## config.mk

```make
export PLATFORM = sky130hd
export DESIGN_NAME = interboard_output
export DESIGN_NICKNAME = d
export VERILOG_FILES = /design/src/rtl/interboard_output.sv
export SDC_FILE = /design/constraint.sdc
export NUM_CORES = 1
export LEC_CHECK = 0
export ABC_AREA = 1
export BUFFER_PORTS_ARGS = -buffer_cell sky130_fd_sc_hd__buf_2
export CORE_MARGIN = 1.5
export CORE_UTILIZATION = 40
export CTS_BUF_LIST = sky130_fd_sc_hd__clkbuf_4
export DETAILED_ROUTE_END_ITERATION = 16
export PLACE_DENSITY_LB_ADDON = 0.3
export SETUP_SLACK_MARGIN = 0.05
export SLEW_MARGIN = 15
export SYNTH_ARGS = -nofsm -noshare
export SYNTH_HDL_FRONTEND = slang
export SYNTH_SLANG_ARGS = --single-unit
```

## constraint.sdc

```tcl
create_clock -name transmit_clk -period 1.35 [get_ports transmit_clk]
set_input_delay 0.0675 -clock transmit_clk [delete_from_list [all_inputs] [get_ports transmit_clk]]
set_output_delay 0.0675 -clock transmit_clk [all_outputs]
set_load 0.02 [all_outputs]
```

## src/rtl/interboard_output.sv

```systemverilog
// interboard_output: transmit end of the board-to-board link.
// Drains the local outbound FIFO (11-bit words) and forwards them to the
// neighbouring board. It honours the neighbour's synchronised flow-control
// line, limits bursts to MAX_BURST reads and then inserts a GAP_CYCLES idle
// gap. It also keeps a wrapping count of the words it has sent.
//
// Ports:
//   transmit_clk  block clock, also forwarded to the neighbour as its rx clock
//   reset         synchronous, active-low reset
//   remote_read   neighbour flow control, 1 = may send (asynchronous to us)
//   fifo_empty    outbound FIFO empty flag
//   fifo_q        outbound FIFO data, valid one cycle after fifo_rdreq
//   fifo_rdreq    FIFO read request (combinational)
//   data, valid   word and qualifier to the neighbour (registered)
//   words_sent    wrapping count of words sent with valid=1
//   stalled       FIFO has data but the neighbour is blocking us
module interboard_output #(
  parameter int SYNC_STAGES = 2,
  parameter int MAX_BURST   = 16,
  parameter int GAP_CYCLES  = 2
) (
  input  logic        transmit_clk,
  input  logic        reset,
  input  logic        remote_read,
  input  logic        fifo_empty,
  input  logic [10:0] fifo_q,
  output logic        fifo_rdreq,
  output logic [10:0] data,
  output logic        valid,
  output logic [31:0] words_sent,
  output logic        stalled
);

  localparam logic [7:0] BURST_LAST = 8'(MAX_BURST - 1);
  localparam logic [7:0] GAP_LAST   = 8'(GAP_CYCLES - 1);

  typedef enum logic [1:0] {
    ST_IDLE   = 2'd0,
    ST_STREAM = 2'd1,
    ST_GAP    = 2'd2
  } state_t;

  state_t                   state_r;
  state_t                   state_s;
  logic [7:0]               burst_cnt_r;
  logic [7:0]               burst_cnt_s;
  logic [7:0]               gap_cnt_r;
  logic [7:0]               gap_cnt_s;
  logic [SYNC_STAGES-1:0]   sync_r;
  logic                     remote_sync_s;
  logic                     can_read_s;
  logic                     rdreq_s;
  logic                     rd_d_r;
  logic                     valid_r;
  logic [10:0]              data_r;
  logic [31:0]              words_sent_r;
  logic                     stalled_r;

  assign remote_sync_s = sync_r[SYNC_STAGES-1];
  // Gating with reset keeps the FIFO untouched while reset is held low,
  // even before the state register has been cleared.
  assign can_read_s    = reset & remote_sync_s & ~fifo_empty;

  assign fifo_rdreq = rdreq_s;
  assign data       = data_r;
  assign valid      = valid_r;
  assign words_sent = words_sent_r;
  assign stalled    = stalled_r;

  // Synchroniser chain for the neighbour's flow-control line.
  always_ff @(posedge transmit_clk) begin
    if (!reset) begin
      sync_r <= '0;
    end else begin
      sync_r[0] <= remote_read;
      for (int i = 1; i < SYNC_STAGES; i++) begin
        sync_r[i] <= sync_r[i-1];
      end
    end
  end

  // FSM state and burst/gap counters.
  always_ff @(posedge transmit_clk) begin
    if (!reset) begin
      state_r     <= ST_IDLE;
      burst_cnt_r <= 8'd0;
      gap_cnt_r   <= 8'd0;
    end else begin
      state_r     <= state_s;
      burst_cnt_r <= burst_cnt_s;
      gap_cnt_r   <= gap_cnt_s;
    end
  end

  // Next-state, counter updates and the FIFO read request.
  always_comb begin
    state_s     = state_r;
    burst_cnt_s = burst_cnt_r;
    gap_cnt_s   = gap_cnt_r;
    rdreq_s     = 1'b0;
    case (state_r)
      ST_IDLE: begin
        if (can_read_s) begin
          state_s = ST_STREAM;
        end else begin
          state_s = ST_IDLE;
        end
      end
      ST_STREAM: begin
        rdreq_s = can_read_s;
        if (can_read_s && (burst_cnt_r == BURST_LAST)) begin
          burst_cnt_s = 8'd0;
          if (GAP_CYCLES > 0) begin
            state_s = ST_GAP;
          end else begin
            state_s = ST_STREAM;
          end
        end else if (!can_read_s) begin
          // Any interruption restarts the burst from zero.
          burst_cnt_s = 8'd0;
          state_s     = ST_IDLE;
        end else begin
          burst_cnt_s = burst_cnt_r + 8'd1;
        end
      end
      ST_GAP: begin
        // Flow control and FIFO state are deliberately ignored here so the
        // gap always runs to completion.
        if (gap_cnt_r == GAP_LAST) begin
          gap_cnt_s = 8'd0;
          state_s   = ST_IDLE;
        end else begin
          gap_cnt_s = gap_cnt_r + 8'd1;
        end
      end
      default: begin
        state_s     = ST_IDLE;
        burst_cnt_s = 8'd0;
        gap_cnt_s   = 8'd0;
      end
    endcase
  end

  // Output datapath: read request -> FIFO data -> registered data/valid.
  always_ff @(posedge transmit_clk) begin
    if (!reset) begin
      rd_d_r       <= 1'b0;
      valid_r      <= 1'b0;
      data_r       <= 11'd0;
      words_sent_r <= 32'd0;
      stalled_r    <= 1'b0;
    end else begin
      rd_d_r       <= rdreq_s;
      valid_r      <= rd_d_r;
      if (rd_d_r) begin
        data_r <= fifo_q;
      end else begin
        data_r <= data_r;
      end
      words_sent_r <= words_sent_r + {31'd0, valid_r};
      stalled_r    <= ~fifo_empty & ~remote_sync_s;
    end
  end

endmodule
```

==> out/qor.yml, run 1 <==
status: "finished with violations"
violations: "negative setup slack"
r2r_setup_slack_ps: -80
clock.fmax_mhz: 697
pre_cts_ws_ps: -76.7
drt_wl_total_um: 8120
clkTransAtPathRegs_ps: 120
instances_no_fill: 688
grt_pass1_wl_um: 13000
coreArea_um2: 7370
ys_types: 30
startpoint: "words_sent[0]"
yosys.area.top_type: "dfxtp_1"
die_h_um: 91.1
worstSetupEndpointType: "flop"
placed_cell_area_um2: 3820
area_growth_pct: 39.8
antenna_found_initial: 0
crit_path_end: "words_sent[19]"
cp.arrival_ps: 1780
rows: 31
finalMaxSlewViolations: 0
place.gp.congestion: 0.851
worstPathMaxFanout: 8
grt_usage_pct: 19.4
maxSlewHeadroom_pct: 78.6
grt_overflow: 0
period_needed_ps: 1430
grt_setup_unrepaired: "yes"
drc_errors: 0
die-area_um2: 8300
fin_nets: 604
leakage_nw: 1.90
via_count: 3282
synth_area_um2: 3110
cts_inserted_buffers: 9
setup_viol: 18
drive_above_1_share_pct: 32.3
criticalPathCategory: "flop to flop"
viasPerCell: 4.77
cts_buffer_depth: 2
post-route-period-util_pct: 106
htreeDepth: 3
p_per_area_nw_per_um2: 818
initial_core_util_pct: 42.1
synthCells: 460
grt_pass1_vias: 2968
stdcell_area_um2: 4340
cp-start-kind: "flop"
fin_worst_skew_ps: 19.6
hpwl_um: 5570
synth-seq-area-share_pct: 42.5
yosys_warnings: 0
ys_ff_latch: 66
reg2reg_to: "words_sent[19]"
worstReg2RegStart: "words_sent[0]"
antenna_left: 0
synth-edff-count: 0
irDropWorstVdd_mv: 0.464
netlist_top_cells_area: "dfxtp_1 43%, nand2_1 15%, nor2_1 11%"
ys_async_sr_fraction_pct: 0
worstPathRequired_ps: 1690
first_pass_iters: 4
reg2reg_depth: 9
dieWidth_um: 91.1
drv_cap: 0
setup-tns-final_ps: -576
grt_max_degree: 18
syn_avg_cell_area_um2: 6.75
worst_slack_ps: -84.2
tightest_slew_ps: 321
cts_tree: "done"
synth.net_count: 480
clock-sinks: 66
io_pins: 61
hold_viol_final: 0
clk_latency_ps: 410
netlist.area_leader.share_pct: 42.5
drt-wirelength-per-cell_um: 11.8
port_buffers: 60
cts_root_buffer: "clkbuf_4"
antenna_cells: 0
hp-class: "input pin to flop"
drt_iter0_drc: 113
place_inst: 648
ys.flop_type: "dfxtp_1"
-- cell families (layout without fill, tap and decap cells) --
logic type	after synthesis	count (layout)	share of synthesized area, %
flip-flops	66	66	42.5
buffers and inverters	57	186	7.01
adder cells (fa/ha/maj)	5	5	2.01
AO/OA/AOI/OAI	60	60	10.2
XOR/XNOR	9	9	2.54
AND/OR/NAND/NOR	263	263	35.7
-- cells in the final DEF, fill, tap and decap left out, drive strengths merged --
cell type	count
nor3	3
o31ai	1
bufinv	2
inv	48
nand3b	1
or2	1
ha	5
dlygate4sd3	14
nand3	25
o21a	2
clkinv	5
o21bai	1
a21oi	33
xor2	7
and2	1
dfxtp	66
o211ai	1
o21ai	22
nand2	126
clkbuf	10
nor2	103
xnor2	2
buf	107
nand4	3
-- power by group --
part	total, W	switching [W]	leakage (nW)	internal (W)
Sequential	0.00195	0.00000249	0.544	0.00195
Clock	0.00148	0.000716	0.0878	0.000763
Combinational	0.000124	0.0000621	1.27	0.0000618
Total	0.00355	0.000780	1.90	0.00277
-- cell usage after synthesis (4+ instances only) --
| cell type | instances |
|---|---|
| a21oi_1 | 33 |
| clkbuf_1 | 6 |
| dfxtp_1 | 66 |
| ha_1 | 5 |
| inv_1 | 45 |
| nand2_1 | 121 |
| nand2_2 | 4 |
| nand3_1 | 25 |
| nor2_1 | 94 |
| nor2_4 | 6 |
| o21ai_0 | 20 |
| xor2_1 | 7 |
-- through the flow --
step / power [W] / hold WS [ps] / util [%]
detailed placement: 0.00208 / 259 / 51.9
floorplan: 0.00204 / 144 / -
CTS: 0.00359 / 17.9 / 57.3
global placement: 0.00208 / 254 / 51.9
finish: 0.00355 / 33.3 / 58.9
global route: 0.00368 / 51.2 / 58.9
-- worst min path at each step --
stage / end / cells after the start / startpoint
floorplan: stalled / 1 / fifo_empty
global placement: sync_r[0] / 3 / remote_read
detailed placement: sync_r[0] / 3 / remote_read
CTS: rd_d_r / 3 / reset
global route: rd_d_r / 3 / reset
finish: rd_d_r / 3 / reset
-- flip-flops by register name, summed over array words and instances, names as in the netlist --
name,flops
sync_r,2
data,11
state_r,2
stalled,1
words_sent,32
gap_cnt_r,8
valid,1
rd_d_r,1
burst_cnt_r,8
-- metal layers --
metal / GRT usage (%) / wire, um / share of wire (%) / up-vias
li1: - / - / - / 1693
met1: 23.5 / 3570 / 44 / 1501
met2: 33.7 / 4020 / 49 / 79
met3: 3.52 / 430 / 5.3 / 9
met4: 7.81 / 108 / 1.3 / 0
met5: 0 / 0 / 0 / -
-- layout make-up --
type,instances,area (um2)
clock buffer,10,75.1
fill,700,3030
clock inverter,6,82.6
inverter,49,184
tap,99,124
multi-input combinational,337,1720
timing repair buffer,121,800
sequential,66,1360
-- worst max-delay path, stage by stage, from the launching register on --
cell	delay [ps]
dfxtp_4	380
ha_4	140
inv_1	60
nor2_4	160
nand2_2	100
nor2_4	240
nand2_1	100
nand2_1	70
nand2_1	50
nor2_1	70
-- timing repair --
item | in CTS | in global routing
buffers inserted | 6 | 4
endpoints found under the hold margin | 17 | 0
hold buffers | 14 | 0
setup endpoints to repair | 29 | 43
pin swaps | 16 | 10
resized for setup | 17 | 35
No activity file was read; power rests on OpenSTA's default activity.
==> inputs of run 2 (changes only) <==
--- a/config.mk
+++ b/config.mk
@@ -5,7 +5,7 @@
 export SDC_FILE = /design/constraint.sdc
 export NUM_CORES = 1
 export LEC_CHECK = 0
-export ABC_AREA = 1
+export ABC_AREA = 0
 export BUFFER_PORTS_ARGS = -buffer_cell sky130_fd_sc_hd__buf_2
 export CORE_MARGIN = 1.5
 export CORE_UTILIZATION = 40
==> run 2 against run 1 <==
Compared with the run above:
- the run still ends with negative setup slack left
- fmax is 22% lower
- flip-flop and latch count stayed put
- critical path depth fell by 3
- setup slack worse by 410 ps
- sequential share of layout area fell by 2.8 points
- register-to-register slack got worse by 410 ps
- total power shrank 7.2%
- highest routed layer unchanged
- clock power is 18% lower
- clock-buffer cell count fell by 1
==> out/qor.yml, run 2 <==
fin_worst_skew_ps: 19.2  # -0.420 ps
drive_above_1_share_pct: 49.4  # +17 points
first_pass_iters: 4  # unchanged
synthAdderAreaFrac_pct: 2.09  # +0.071 points
synth_top_family_by_area: "simple AND/OR/NAND/NOR gates"
setup_viol: 41  # +23
cp-start-kind: "flop"
drv_cap: 0  # unchanged
hold_viol_final: 0  # unchanged
placed_cell_area_um2: 4040  # +5.8%
netlist_top_cells_area: "dfxtp_1 44%, mux2i_1 7.0%, nor4_2 4.2%"
grt_pass1_wl_um: 13500  # +3.8%
antenna_found_initial: 0  # unchanged
yosys.area.top_type: "dfxtp_1"
period_needed_ps: 1840  # +409 ps
worstSetupEndpointType: "flop"
clock.fmax_mhz: 542  # -22%
post-synth-top-count-cell: "dfxtp_1"
worstReg2RegStart: "words_sent[0]"
cts_tree: "done"
grt_setup_unrepaired: "yes"
whs_path_depth: 3  # unchanged
grt_usage_pct: 22.0  # +2.6 points
synthMuxAreaShare_pct: 7.38  # +7.4 points
yosys_warnings: 0  # unchanged
stdcell_area_um2: 4760  # +9.6%
coreArea_um2: 7250  # -1.6%
ys_ff_latch: 66  # unchanged
p_per_area_nw_per_um2: 693  # -15%
synth_xor_area_share_pct: 4.38  # +1.8 points
viasPerCell: 5.13  # +7.5%
grt_pass1_vias: 3022  # +1.8%
synth-edff-count: 0  # unchanged
drc_errors: 0  # unchanged
rows: 31  # unchanged
cts_root_buffer: "clkbuf_4"
place.gp.congestion: 0.792  # -7.0%
fin_nets: 504  # -17%
worstPathMaxFanout: 5  # -3
finalMaxSlewViolations: 0  # unchanged
synthCells: 326  # -29%
synth_area_um2: 3000  # -3.4%
synth-compound-area-share_pct: 9.39  # -0.81 points
instances_no_fill: 587  # -15%
clkTransAtPathRegs_ps: 110  # about the same
cts_inserted_buffers: 9  # unchanged
hp-class: "input pin to flop"
die-area_um2: 8030  # -3.3%
ys_types: 46  # +53%
io_pins: 61  # unchanged
yosys-top-cells-count: "66 x dfxtp_1, 27 x nand2_1, 26 x nor2_1"
via_count: 3011  # -8.3%
dieWidth_um: 89.6  # -1.7%
leakage_nw: 2.11  # +11%
ys_async_sr_fraction_pct: 0  # unchanged
synth-seq-area-share_pct: 44.1  # +1.5 points
netlist.area_leader.share_pct: 44.1  # +1.5 points
port_buffers: 60  # unchanged
irDropWorstVdd_mv: 0.577  # +24%
die_h_um: 89.6  # -1.7%
criticalPathCategory: "flop to flop"
largest_reg_flops: 32  # unchanged
drt_iter0_drc: 99  # -12%
ys.flop_type: "dfxtp_1"
hpwl_um: 5290  # -5.1%
initial_core_util_pct: 41.3  # -0.79 points
violations: "negative setup slack"
reg2reg_depth: 6  # -3
min_delay_worst_endpoint: "gap_cnt_r[0]"
synth.net_count: 346  # -28%
syn_avg_cell_area_um2: 9.20  # +36%
tightest_slew_ps: 439  # +117 ps
status: "finished with violations"
hold_path_startpoint: "reset"
drt_wl_total_um: 8380  # +3.1%
drt-wirelength-per-cell_um: 14.3  # +21%
setup-tns-final_ps: -11210  # -10,630 ps
r2r_setup_slack_ps: -490  # -410 ps
clk_latency_ps: 420  # about the same
antenna_left: 0  # unchanged
cts_buffer_depth: 2  # unchanged
area_growth_pct: 58.7
htreeDepth: 3  # unchanged
final_cell_mix: "78 x buf_4, 58 x buf_2, 50 x dfxtp_1, 25 x nand2_1, 23 x nor2_1"
nFillCells: 581  # -17%
yosys.area_share.simple_pct: 29.0  # -6.7 points
grt_max_degree: 37  # +19
maxSlewHeadroom_pct: 70.7  # -7.8 points
cp.arrival_ps: 2200  # +420 ps
reg2reg_to: "words_sent[14]"
place_inst: 539  # -17%
post-route-period-util_pct: 137  # +30 points
worst_slack_ps: -493  # -409 ps
fin_util_pct: 65.6  # +6.7 points
pre_cts_ws_ps: -538  # -461 ps
worstPathRequired_ps: 1710  # +20 ps
clock-sinks: 66  # unchanged
final_common_cell: "buf_4"
grt_overflow: 0  # unchanged
antenna_cells: 0  # unchanged
[run 2: worst max path at each step]
stage | startpoint | endpoint | slack [ps] | cells past startpoint
6_report | words_sent[0] | words_sent[14] | -490 | 6
5_1_grt | words_sent[0] | words_sent[15] | -580 | 5
4_1_cts | words_sent[0] | words_sent[30] | -490 | 7
3_5_place_dp | words_sent[0] | words_sent[30] | -540 | 7
3_3_place_gp | words_sent[0] | words_sent[14] | -460 | 6
2_1_floorplan | words_sent[0] | words_sent[24] | -530 | 7
[run 2: routing by layer]
metal	GRT usage, %	vias to the layer above	routed length, um
met5	0	-	0
met1	23.1	1436	3490
li1	-	1492	-
met2	41.5	72	4380
met4	8.53	0	121
met3	5.85	11	382
[run 2: layout make-up]
| type | count | area (um2) | area share, % |
|---|---|---|---|
| clock buffers | 9 | 67.6 | 1.42 |
| clock inverters | 6 | 48.8 | 1.03 |
| repair buffers | 162 | 1160 | 24.4 |
| well taps | 99 | 124 | 2.60 |
| flip-flops and latches | 66 | 1350 | 28.4 |
| multi-input cells | 235 | 1970 | 41.3 |
| inverters | 10 | 40.0 | 0.841 |
[run 2: stage by stage]
step	total power [W]	hold slack, ps
final	0.00330	63.7
after global routing	0.00344	75.6
after CTS	0.00333	40.6
after detailed placement	0.00209	284
after global placement	0.00208	275
after floorplan	0.00204	139
[run 2: power by group]
group / leakage (nW) / internal (W) / switching (W)
clock: 0.0634 / 0.000526 / 0.000696
combinational: 1.50 / 0.0000646 / 0.0000659
sequential: 0.541 / 0.00194 / 0.00000184
total: 2.11 / 0.00253 / 0.000764
[run 2: cells by family after synthesis]
| group | after synthesis |
|---|---|
| AO/OA/AOI/OAI | 41 |
| XOR/XNOR | 15 |
| adder cells (fa/ha/maj) | 5 |
| buffers and inverters | 27 |
| flip-flops | 66 |
| multiplexers | 22 |
| AND/OR/NAND/NOR | 150 |
[run 2: repair_timing]
item                                    4_1_cts  5_1_grt
setup buffers                                 7       12
pin swaps                                    15       13
endpoints found under the setup margin       42       45
hold buffers                                 13        0
resized for setup                            40       31
endpoints found under the hold margin        13        0
gates cloned                                  2        0
[run 2: critical path, cell delays in order, from the launching register on]
cell and delay [ps]:
dfxtp_4 370, ha_4 150, ha_4 150, nand3_4 80, or4_4 480, or4_1 440, a21oi_2 140
